<file path="src/rtl/tmds_pkg.sv">
// tmds_pkg: shared TMDS control tokens, receiver FSM encoding and counter helpers
package tmds_pkg;
    localparam int CNT_W = 4;
    localparam logic [9:0] TOK_00 = 10'h354;
    localparam logic [9:0] TOK_01 = 10'h0AB;
    localparam logic [9:0] TOK_10 = 10'h154;
    localparam logic [9:0] TOK_11 = 10'h2AB;
    localparam logic [1:0] SEARCH = 2'd0;
    localparam logic [1:0] VERIFY = 2'd1;
    localparam logic [1:0] LOCKED = 2'd2;
    // {hit, cd}: hit=1 when the word is one of the four control tokens
    function automatic logic [2:0] tok_lookup(input logic [9:0] w);
        return w == TOK_00 ? 3'b100 :
               w == TOK_01 ? 3'b101 :
               w == TOK_10 ? 3'b110 :
               w == TOK_11 ? 3'b111 : 3'b000;
    endfunction
    function automatic logic [CNT_W-1:0] sat_inc(input logic [CNT_W-1:0] c);
        return &c ? c : c + 1'b1;
    endfunction
endpackage

</file>
<file path="src/rtl/tmds_word_decode.sv">
// tmds_word_decode: combinational decode of one 10-bit TMDS word into VD, CD and token flag
module tmds_word_decode
    import tmds_pkg::*;
(
    input  logic [9:0] w,
    output logic [7:0] VD,
    output logic [1:0] CD,
    output logic       is_tok
);
    logic [7:0] q;
    logic [6:0] x;
    assign q = w[9] ? ~w[7:0] : w[7:0];
    assign x = q[7:1] ^ q[6:0];
    assign VD = {w[8] ? x : ~x, q[0]};
    assign {is_tok, CD} = tok_lookup(w);
endmodule

</file>
<file path="src/rtl/tmds_decoder.sv">
// tmds_decoder: serial TMDS channel receiver with token-based word alignment and decode
module tmds_decoder
    import tmds_pkg::*;
#(
    parameter int LOCK_COUNT   = 8,
    parameter int MISALIGN_MAX = 4
) (
    input  logic       clk,
    input  logic       rst,
    input  logic       sdata,
    output logic [7:0] VD,
    output logic [1:0] CD,
    output logic       VDE,
    output logic       word_valid,
    output logic       locked
);
    localparam logic [CNT_W-1:0] LOCK_LAST = CNT_W'(LOCK_COUNT - 1);
    localparam logic [CNT_W-1:0] MIS_LAST  = CNT_W'(MISALIGN_MAX - 1);
    logic [9:0] sr, w;
    logic [1:0] state;
    logic [CNT_W-1:0] bit_cnt, match_cnt, mis_cnt;
    logic last_tok, is_tok, bnd;
    logic [7:0] dvd;
    logic [1:0] dcd;
    assign w = {sdata, sr[9:1]};
    assign bnd = bit_cnt == 4'd9;
    tmds_word_decode u_dec (.w(w), .VD(dvd), .CD(dcd), .is_tok(is_tok));
    always_ff @(posedge clk) begin
        if (rst) begin
            state <= SEARCH;
            bit_cnt <= '0;
            match_cnt <= '0;
            mis_cnt <= '0;
            sr <= '0;
            last_tok <= 1'b0;
            VD <= '0;
            CD <= '0;
            VDE <= 1'b0;
            word_valid <= 1'b0;
            locked <= 1'b0;
        end else begin
            sr <= w;
            if (state != SEARCH) bit_cnt <= bnd ? '0 : bit_cnt + 1'b1;
            // remembers whether the most recent boundary word was a token
            if (bnd || state == SEARCH) last_tok <= is_tok;
            case (state)
                SEARCH: if (is_tok) begin
                    bit_cnt <= '0;
                    match_cnt <= 4'd1;
                    state <= VERIFY;
                end
                VERIFY: if (bnd) begin
                    if (!is_tok) begin
                        state <= SEARCH;
                        match_cnt <= '0;
                    end else begin
                        match_cnt <= sat_inc(match_cnt);
                        if (match_cnt == LOCK_LAST) begin
                            state <= LOCKED;
                            locked <= 1'b1;
                        end
                    end
                end
                LOCKED: begin
                    word_valid <= bnd;
                    if (bnd) begin
                        VDE <= !is_tok;
                        VD <= is_tok ? '0 : dvd;
                        if (is_tok) begin
                            CD <= dcd;
                            mis_cnt <= '0;
                        end
                    end else if (is_tok && !last_tok) begin
                        mis_cnt <= sat_inc(mis_cnt);
                        // a token seen off-phase too often: drop lock and rescan
                        if (mis_cnt == MIS_LAST) begin
                            state <= SEARCH;
                            locked <= 1'b0;
                            mis_cnt <= '0;
                            VDE <= 1'b0;
                            VD <= '0;
                            CD <= '0;
                        end
                    end
                end
                default: state <= SEARCH;
            endcase
        end
    end
endmodule

</file>
<file path="config.mk">
export PLATFORM = sky130hd
export DESIGN_NAME = tmds_decoder
export DESIGN_NICKNAME = d
export VERILOG_FILES = /design/src/rtl/tmds_pkg.sv /design/src/rtl/tmds_word_decode.sv /design/src/rtl/tmds_decoder.sv
export SDC_FILE = /design/constraint.sdc
export NUM_CORES = 1
export LEC_CHECK = 0
export BUFFER_PORTS_ARGS = -buffer_cell sky130_fd_sc_hd__buf_2
export CORE_ASPECT_RATIO = 0.7
export CORE_MARGIN = 2
export CORE_UTILIZATION = 40
export CTS_CLUSTER_DIAMETER = 80
export DETAILED_ROUTE_END_ITERATION = 16
export SLEW_MARGIN = 10
export SYNTH_ARGS = -nofsm -noshare
export SYNTH_HDL_FRONTEND = slang
export SYNTH_SLANG_ARGS = --single-unit
</file>
<file path="constraint.sdc">
create_clock -name clk -period 2.4 [get_ports clk]
set_clock_uncertainty 0.15 [all_clocks]
set_input_delay 0.36 -clock clk [delete_from_list [all_inputs] [get_ports clk]]
set_output_delay 0.36 -clock clk [all_outputs]
set_load 0.01 [all_outputs]
</file>
==> results.json <==
{
  "clk_pin_slew_ps": 80,
  "synth_most_common_cell": "dfxtp_1",
  "core-area_mm2": 0.00430,
  "die_x_um": 83.5,
  "htree_num_levels": 2,
  "io_buffers": 15,
  "synth_cells": 196,
  "crit_path_max_fanout": 9,
  "timing.fmax_mhz": 464,
  "drt.antenna.violating_nets": 0,
  "cts_num_sinks": 37,
  "endpoint_kind": "flip-flop",
  "diodes": 0,
  "clockRootBuffer": "clkbuf_8",
  "via_count": 1425,
  "area_growth_pct": 11.8,
  "rows": 20,
  "routabilityCongestion": 0.866,
  "hold_violations": 0,
  "fin_area_mm2": 0.00198,
  "cts_tree": "built",
  "yosys.area.top_type_share_pct": 41.9,
  "grt_pass1_vias": 1323,
  "maxCapViolCount": 0,
  "ioPinCount": 16,
  "worst_slew_pin_slew_ps": 484,
  "synthArstFlopShare_pct": 0,
  "setup_slack_ps": 245,
  "synth_common_cells": "dfxtp_1, nand2_1, inv_1, nor2_1, nor2b_1",
  "drc": 0,
  "place_ws_ps": 300,
  "drtIter0Drc": 123,
  "period_minus_slack_ps": 2150,
  "synth_edf_count": 0,
  "worstSkewPairLatency_ps": 290,
  "syn_area_per_cell_um2": 9.03,
  "clock_path_buffers": 2,
  "crit_required_ps": 2400,
  "start_util_pct": 41.1,
  "dpl_cell_area_mm2": 0.00189,
  "grt_use_total_pct": 17.6,
  "period_share_pct": 89.8,
  "rsz0062_at_grt": "no",
  "startpoint_type": "flip-flop",
  "crit_type": "reg2reg",
  "slew_viol_final": 0,
  "synth-seq-cells": 37,
  "power.density_mw_per_mm2": 552,
  "antenna_found_initial": 0,
  "yosys.area.top_type": "dfxtp_1",
  "slowest_delay_ps": 390,
  "path_buf_inv": 0,
  "status": "finished, final reports clean",
  "firstDrtPassIters": 4,
  "grt_max_degree": 21,
  "ir_worst_vdd_v": 0.000390,
  "cp_cell_sequence": "ha_1 > nor3b_1 > nor2b_1 > o21ai_2 > a21oi_2 > o21ai_0",
  "ys_top_cells_by_area": "dfxtp_1, nor2b_1, nand2_1, o32ai_1, inv_1",
  "place_inst": 261,
  "num-fill-cells": 421,
  "postCtsHoldBufs": 0,
  "dieArea_mm2": 0.00498,
  "grt_overflow": 0,
  "setup_viol": 0,
  "routedWlPerCell_um": 14.5,
  "cts_resized": 0,
  "fin_nets": 220,
  "fin_cells": 269,
  "grt_pass1_wl_mm": 6.79,
  "synth_area_mm2": 0.00177,
  "wirelength_mm": 3.91,
  "cp_slowest_cell": "a21oi_2",
  "min_path_type": "in2reg",
  "ys.flop_type": "dfxtp_1",
  "cp_top_family": "compound AO/OA/AOI/OAI gates",
  "drive_above_1_share_pct": 16.8,
  "maxSlewHeadroom_pct": 67.5,
  "yosys_warnings": 0,
  "fin_setup_tns_ps": 0,
  "leakagePower_nw": 0.730,
  "vias_per_cell": 5.30,
  "postCtsSetupRepairBufs": 0,
  "synth_fp_nets": 203,
  "hpwl_mm": 2.85,
  "cp.arrival_ps": 2150,
  "ys_seq_area_share_pct": 41.9,
  "dieHeight_um": 59.6,
  "synth_cell_types": 51,
  "cts_inserted_buffers": 5
}
==> cell families after synthesis <==
kind of cell	Yosys count	share of synthesized area [%]
and+or+nand+nor	72	23.5
AOI/OAI and AO/OA	48	19.8
buffers and inverters	22	5.52
DFF	37	41.9
adders and majority gates	4	2.83
muxes	1	0.566
xor gates and xnor gates	12	5.94
==> worst reg2reg max path, cell delays in order, from the launching register on <==
cell and delay (ps):
dfxtp_1 370, ha_1 280, nor3b_1 280, nor2b_1 270, o21ai_2 100, a21oi_2 390
o21ai_0 170
==> final cells by class <==
type	count	area [um^2]	area share (%)
tap	55	68.8	3.48
multi-input combinational	137	931	47.1
clock buffer	5	68.8	3.48
timing repair buffer	17	90.1	4.55
clock inverter	3	22.5	1.14
inverter	15	56.3	2.85
sequential	37	741	37.4
==> per-layer routing <==
metal	part of all wire (%)	up-vias	track usage, %
met4	0.74	0	4.84
met2	37	21	23.5
met1	58	657	27.3
met5	0	-	0
li1	-	743	-
met3	4.0	4	4.74
==> cell usage in the layout (no fill, tap or decap), drive strengths merged, types with 3 or more instances in the layout <==
cell / synthesis / routed
inv: 15 / 15
xor2: 6 / 6
buf: 2 / 17
ha: 4 / 4
clkinv: 0 / 3
xnor2: 6 / 6
and4bb: 4 / 4
nor3: 4 / 4
o21ai: 8 / 8
dfxtp: 37 / 37
a31oi: 3 / 3
nor2: 14 / 14
a21oi: 11 / 11
nand3: 6 / 6
o32ai: 7 / 7
clkbuf: 5 / 5
nand4: 3 / 3
nor2b: 11 / 11
a211oi: 3 / 3
nand2: 18 / 18
==> power breakdown <==
part	leakage, nW	switching [mW]	internal [mW]
clock	0.0481	0.234	0.206
combinational	0.384	0.0191	0.0124
sequential	0.298	0.00489	0.616
==> sequential cells by signal (all words and copies together), names as in the netlist <==
register and flops:
state 2, mis_cnt 4, last_tok 1, CD 2, sr 9, word_valid 1
VDE 1, VD 8, bit_cnt 4, locked 1, match_cnt 4
==> final timing paths <==
path                                 start    endpoint  slack [ps]  cells past startpoint
worst max-delay path            mis_cnt[0]         VDE         250                      6
worst min register to register  word_valid  word_valid         310                      2
worst min-delay path                 sdata       sr[9]         200                      2
worst max register to register  mis_cnt[0]         VDE         250                      6
==> through the flow <==
step	power [mW]	utilization [%]	hold slack (ps)
after detailed placement	0.667	43.8	302
after global placement	0.667	43.8	297
after CTS	1.11	46.0	211
after global routing	1.14	46.0	214
final	1.09	46.0	203
after floorplan	0.658	-	317
Power figures use the tool's default switching activity.
